<file path="src/rtl/gpio_pkg.sv">
// rtl/gpio_pkg.sv - shared defaults and types for the GPIO input filter
//
// Purpose: default pin count and counter width, the pin-vector type and the
//          per-pin filter state encoding used by gpio_filter_cell.
// Ports:   none (package).

package gpio_pkg;

    localparam int GPIO_NUM_DEFAULT = 32;
    localparam int GPIO_FILT_CNT_W  = 8;

    typedef logic [GPIO_NUM_DEFAULT-1:0] gpio_vec_t;

    // STABLE: synchronised sample agrees with the filtered level.
    // PENDING: sample differs and the debounce counter is running.
    typedef enum logic {
        ST_STABLE  = 1'b0,
        ST_PENDING = 1'b1
    } filt_state_t;

endpackage

</file>
<file path="src/rtl/gpio_filter_cell.sv">
// rtl/gpio_filter_cell.sv - single-pin synchroniser, debounce counter and edge pulses
//
// Purpose: double-flop synchronises one pad, then only lets the filtered level
//          follow the sample once it has differed for s_threshold consecutive
//          clocks. Emits registered one-cycle rise/fall pulses one cycle after
//          the filtered level changes.
// Ports:
//   clk          in   block clock, rising edge
//   resetn       in   synchronous active-low reset
//   pad          in   raw asynchronous pad level
//   s_threshold  in   effective threshold, must be >= 1 (top guarantees it)
//   filt         out  filtered level
//   rise         out  one-cycle pulse after filt goes 0->1
//   fall         out  one-cycle pulse after filt goes 1->0

module gpio_filter_cell
    import gpio_pkg::*;
#(
    parameter int CNT_WIDTH = GPIO_FILT_CNT_W
) (
    input  logic                 clk,
    input  logic                 resetn,
    input  logic                 pad,
    input  logic [CNT_WIDTH-1:0] s_threshold,
    output logic                 filt,
    output logic                 rise,
    output logic                 fall
);

    localparam logic [CNT_WIDTH-1:0] CNT_ONE = CNT_WIDTH'(1);

    logic                 sync0;
    logic                 sync1;
    logic                 filt_q;
    logic                 filt_d;
    logic [CNT_WIDTH-1:0] cnt_q;
    logic                 rise_q;
    logic                 fall_q;

    filt_state_t          state;
    logic                 filt_next;
    logic [CNT_WIDTH-1:0] cnt_next;

    always_ff @(posedge clk) begin
        if (!resetn) begin
            sync0  <= 1'b0;
            sync1  <= 1'b0;
            filt_q <= 1'b0;
            filt_d <= 1'b0;
            cnt_q  <= '0;
            rise_q <= 1'b0;
            fall_q <= 1'b0;
        end else begin
            sync0  <= pad;
            sync1  <= sync0;
            filt_q <= filt_next;
            cnt_q  <= cnt_next;
            // filt_d holds the previous filtered level so the pulses land one
            // cycle after filt itself changes.
            filt_d <= filt_q;
            rise_q <= filt_q & ~filt_d;
            fall_q <= ~filt_q & filt_d;
        end
    end

    // The state is implied by sample vs. filtered level; no extra flop needed.
    always_comb begin
        state     = (sync1 != filt_q) ? ST_PENDING : ST_STABLE;
        filt_next = filt_q;
        cnt_next  = '0;
        case (state)
            ST_STABLE: begin
                // Any return to the filtered level throws away partial credit.
                cnt_next = '0;
            end
            ST_PENDING: begin
                // >= so a threshold lowered below the running count still
                // completes on this cycle, and the count can never wrap.
                if (cnt_q >= s_threshold - CNT_ONE) begin
                    filt_next = sync1;
                    cnt_next  = '0;
                end else begin
                    cnt_next = cnt_q + CNT_ONE;
                end
            end
            default: begin
                cnt_next = '0;
            end
        endcase
    end

    assign filt = filt_q;
    assign rise = rise_q;
    assign fall = fall_q;

endmodule

</file>
<file path="src/rtl/gpio_input_filter.sv">
// rtl/gpio_input_filter.sv - per-pin pad synchroniser and glitch filter for gpio_in
//
// Purpose: instantiates one gpio_filter_cell per pin and computes each pin's
//          effective threshold (bypass or zero threshold both mean 1).
// Ports:
//   HCLK           in   block clock, rising edge
//   HRESETn        in   synchronous active-low reset
//   pad_in         in   raw asynchronous pad levels
//   cfg_enable     in   per-pin filter enable, 0 = bypass
//   cfg_threshold  in   shared consecutive-sample requirement, 0 acts as 1
//   gpio_in_filt   out  filtered levels to the GPIO peripheral
//   rise_pulse     out  one-cycle pulse per pin on filtered 0->1
//   fall_pulse     out  one-cycle pulse per pin on filtered 1->0

module gpio_input_filter
    import gpio_pkg::*;
#(
    parameter int NUM_GPIO  = GPIO_NUM_DEFAULT,
    parameter int CNT_WIDTH = GPIO_FILT_CNT_W
) (
    input  logic                 HCLK,
    input  logic                 HRESETn,
    input  logic [NUM_GPIO-1:0]  pad_in,
    input  logic [NUM_GPIO-1:0]  cfg_enable,
    input  logic [CNT_WIDTH-1:0] cfg_threshold,
    output logic [NUM_GPIO-1:0]  gpio_in_filt,
    output logic [NUM_GPIO-1:0]  rise_pulse,
    output logic [NUM_GPIO-1:0]  fall_pulse
);

    localparam logic [CNT_WIDTH-1:0] THR_ONE = CNT_WIDTH'(1);

    logic thr_zero;
    assign thr_zero = (cfg_threshold == '0);

    for (genvar i = 0; i < NUM_GPIO; i++) begin : g_pin
        logic [CNT_WIDTH-1:0] eff_thr;

        // Applied combinationally so an enable change mid-count takes effect
        // on the very next edge.
        assign eff_thr = (cfg_enable[i] && !thr_zero) ? cfg_threshold : THR_ONE;

        gpio_filter_cell #(
            .CNT_WIDTH (CNT_WIDTH)
        ) u_cell (
            .clk         (HCLK),
            .resetn      (HRESETn),
            .pad         (pad_in[i]),
            .s_threshold (eff_thr),
            .filt        (gpio_in_filt[i]),
            .rise        (rise_pulse[i]),
            .fall        (fall_pulse[i])
        );
    end

endmodule

</file>
<file path="config.mk">
export PLATFORM = sky130hd
export DESIGN_NAME = gpio_input_filter
export DESIGN_NICKNAME = d
export VERILOG_FILES = /design/src/rtl/gpio_pkg.sv /design/src/rtl/gpio_filter_cell.sv /design/src/rtl/gpio_input_filter.sv
export SDC_FILE = /design/constraint.sdc
export NUM_CORES = 1
export LEC_CHECK = 0
export ABC_AREA = 1
export ABC_CLOCK_PERIOD_IN_PS = 3700
export CAP_MARGIN = 40
export CORE_ASPECT_RATIO = 1.1
export CORE_MARGIN = 3
export CORE_UTILIZATION = 25
export DETAILED_ROUTE_END_ITERATION = 10
export PLACE_DENSITY = 0.38
export SKIP_LAST_GASP = 1
export SLEW_MARGIN = 20
export SYNTH_ARGS = -nofsm -noshare
export SYNTH_HDL_FRONTEND = slang
export SYNTH_SLANG_ARGS = --single-unit
</file>
<file path="constraint.sdc">
create_clock -name HCLK -period 3.7 [get_ports HCLK]
set_input_delay 0.37 -clock HCLK [delete_from_list [all_inputs] [get_ports HCLK]]
set_output_delay 0.37 -clock HCLK [all_outputs]
set_load 0.01 [all_outputs]
</file>
==> flow_summary.toml <==
[outcome]
status = "finished clean"

[routing]
num_vias = 20860
drc = 0
drt_pass1_iterations = 5
postRouteAntennaNets = 0
first_iter_violations = 831
drt_wl_total_um = 66270
via_per_inst = 4.082
avgRoutedWirePerCell_um = 12.97

[place]
placed_area_mm2 = 0.02916
portBuffers = 169
hpwl_um = 45330
place_congestion = 0.7124

[sta]
fin_hold_ws_ns = 0.2404
post-route-period-util = 0.7842
fin_skew_ns = 0.01902
finalSetupViolCount = 0
rsz0062_at_grt = "false"
fmax_ghz = 0.3446
slew_violations = 0
slew_headroom = 0.5153
hold_viol = 0
setup-tns-final_ns = 0
period_minus_slack_ns = 2.902
worst_pin_slew_ns = 0.7270

[power_and_ir_drop]
pwr-share-seq = 0.399
leakagePower_nw = 14.33
max-vdd-ir-drop_mv = 0.3144
switching_share = 0.2629
p_int_mw = 9.403
pwr-share-comb = 0.125
switchingPower_mw = 3.354
powerDensity_mw_per_mm2 = 408.5
p_clk_frac = 0.476
p_total_mw = 12.76

[floorplanning]
die_area_mm2 = 0.1099
die_w_um = 316.3
rows = 124
boundaryPins = 170
start_util = 0.2532
fp.dieH_um = 347.3
core_area_mm2 = 0.1046

[cells_and_area]
design_area_mm2 = 0.03123
layout_common_cells = "nand2_1 (868), inv_1 (469), dfxtp_1 (448)"
drive_above_1_share = 0.04702
final_common_cell = "nand2_1"
final_core_util = 0.2986
area_growth_pct = 17.92
num-nets-final = 4069
fillers = 11380

[global_routing]
first_global_vias = 20180
grt_usage = 0.1217
grt-busiest-layer = "met2"
grtUsageMet2 = 0.1998
grt_pass1_wl_um = 107400
gr-usage-met1 = 0.1631
met3_usage = 0.02149
antenna_found_initial = 6
grt_max_degree = 98
overflow = 0

[critical_path]
crit_fanout = 24
startpoint_type = "input pin"
critical_path_class = "in -> reg"
endpoint_kind = "register"
crit_arrival_ns = 3.46
crit_required_ns = 4.26

[clock_tree]
cts_tree = "done"
cts.repair.resized = 0
cts_buffers = 56
cts_buffer_depth = 3
h-tree-depth = 2
cts.sinks = 448
post_cts.repair.setup_buffers = 0
clk_transition_reported_paths_ns = 0.06
clock_latency_ns = 0.64
hold_buffers = 0
cts_root_buf = "clkbuf_16"

[synthesis]
syn_area_mm2 = 0.02648
syn_inst = 3593
synth.area.top_cells = "dfxtp_1 (34%), ha_1 (15%), nand2_1 (12%)"
synth_cell_types = 27
ys_seq_elements = 448
synth.yosys.seq_area_share = 0.3387
syn_avg_cell_area_um2 = 7.370
yosysWarnings = 0
synth_top_area_share = 0.3387
synth_top_area_cell = "dfxtp_1"
synth_nets = 3987

[run]
drv_cap = 0

[min_path]
hold_class = "in -> reg"
power by group through the flow:
stage / combinational [mW] / sequential (mW) / clock, mW
2_1_floorplan: 1.15 / 5.16 / 0
3_3_place_gp: 1.63 / 5.20 / 0
3_5_place_dp: 1.64 / 5.20 / 0
4_1_cts: 1.65 / 5.10 / 6.39
5_1_grt: 1.87 / 5.11 / 6.57
6_report: 1.60 / 5.09 / 6.07
cell usage after synthesis:
library cell  instances
a21oi_1             128
buf_1                18
buf_12                1
buf_2                16
buf_4                96
buf_6                 2
clkbuf_1             38
dfxtp_1             448
ha_1                320
inv_1               469
nand2_1             869
nand2_4               1
nand3_1             236
nand3_2               1
nand3b_1             35
nand4_1              53
nor2_1              447
nor2_2               19
nor2_4                6
nor2_8               11
nor3_1               34
o21a_1               32
o21ai_0              59
o21ai_1               5
o31ai_1               1
xnor2_1             118
xor2_1              130
final cells by class:
type	count	area, µm²	area share
clock inverter	31	429.2	0.01374
antenna	2	5.005	0.0001603
inverter	469	1760	0.05638
timing repair buffer	195	1973	0.06319
clock buffer	74	1632	0.05225
sequential	448	8969	0.2872
multi-input combinational	2505	14720	0.4715
tap	1386	1734	0.05554
per-stage QoR:
step           worst slack (ns)  cells
2_1_floorplan            0.8825   3593
3_3_place_gp             0.1730   5003
3_5_place_dp             0.1334   5003
4_1_cts                  0.8472   5108
5_1_grt                  0.4809   5108
6_report                 0.7983   5110
routing by layer:
metal / routed length, µm / vias up / part of all wire
met5: 13 / - / 0.00020
met4: 1398 / 2 / 0.021
met3: 2533 / 77 / 0.038
met2: 29390 / 207 / 0.44
met1: 32930 / 9179 / 0.50
li1: - / 11400 / -
final timing paths:
kind	startpoint	end	slack (ns)	cells after the start
worst max-delay path	cfg_threshold[7]	g_pin[5].u_cell.cnt_q[3]	0.80	20
worst min-delay path	HRESETn	g_pin[4].u_cell.fall	0.24	3
worst max register to register	g_pin[9].u_cell.cnt_q[0]	g_pin[9].u_cell.cnt_q[5]	1.97	9
worst min register to register	g_pin[25].u_cell.filt_d	g_pin[25].u_cell.rise	0.40	1
flip-flops by register name, indices dropped and copies added, names as in the netlist:
signal and count:
g_pin.u_cell.cnt_q 256, g_pin.u_cell.fall 32, g_pin.u_cell.filt 32, g_pin.u_cell.filt_d 32
g_pin.u_cell.rise 32, g_pin.u_cell.sync0 32, g_pin.u_cell.sync1 32
worst max-delay path, cell delays in order:
cell and delay [ns]:
clkdlybuf4s50_1 0.51, nor2_1 0.07, nand3_2 0.11, nor2_8 0.05
buf_12 0.17, buf_12 0.17, nor2_2 0.27, nand2_1 0.09
ha_1 0.27, nand3b_1 0.17, nand2_1 0.09, inv_1 0.04
ha_1 0.26, nand2_1 0.07, inv_1 0.03, nand2_1 0.05
nand2_1 0.05, nand2_1 0.10, nand4_1 0.33, nor2_1 0.18
logic make-up after synthesis:
group	count (synthesis)	share of synthesized area
AOI/OAI and AO/OA	225	0.04564
xor gates and xnor gates	248	0.08203
adders and majority gates	320	0.1512
buffers and inverters	640	0.1063
DFF	448	0.3387
and+or+nand+nor	1712	0.2762
No activity file was read; power rests on OpenSTA's default activity.
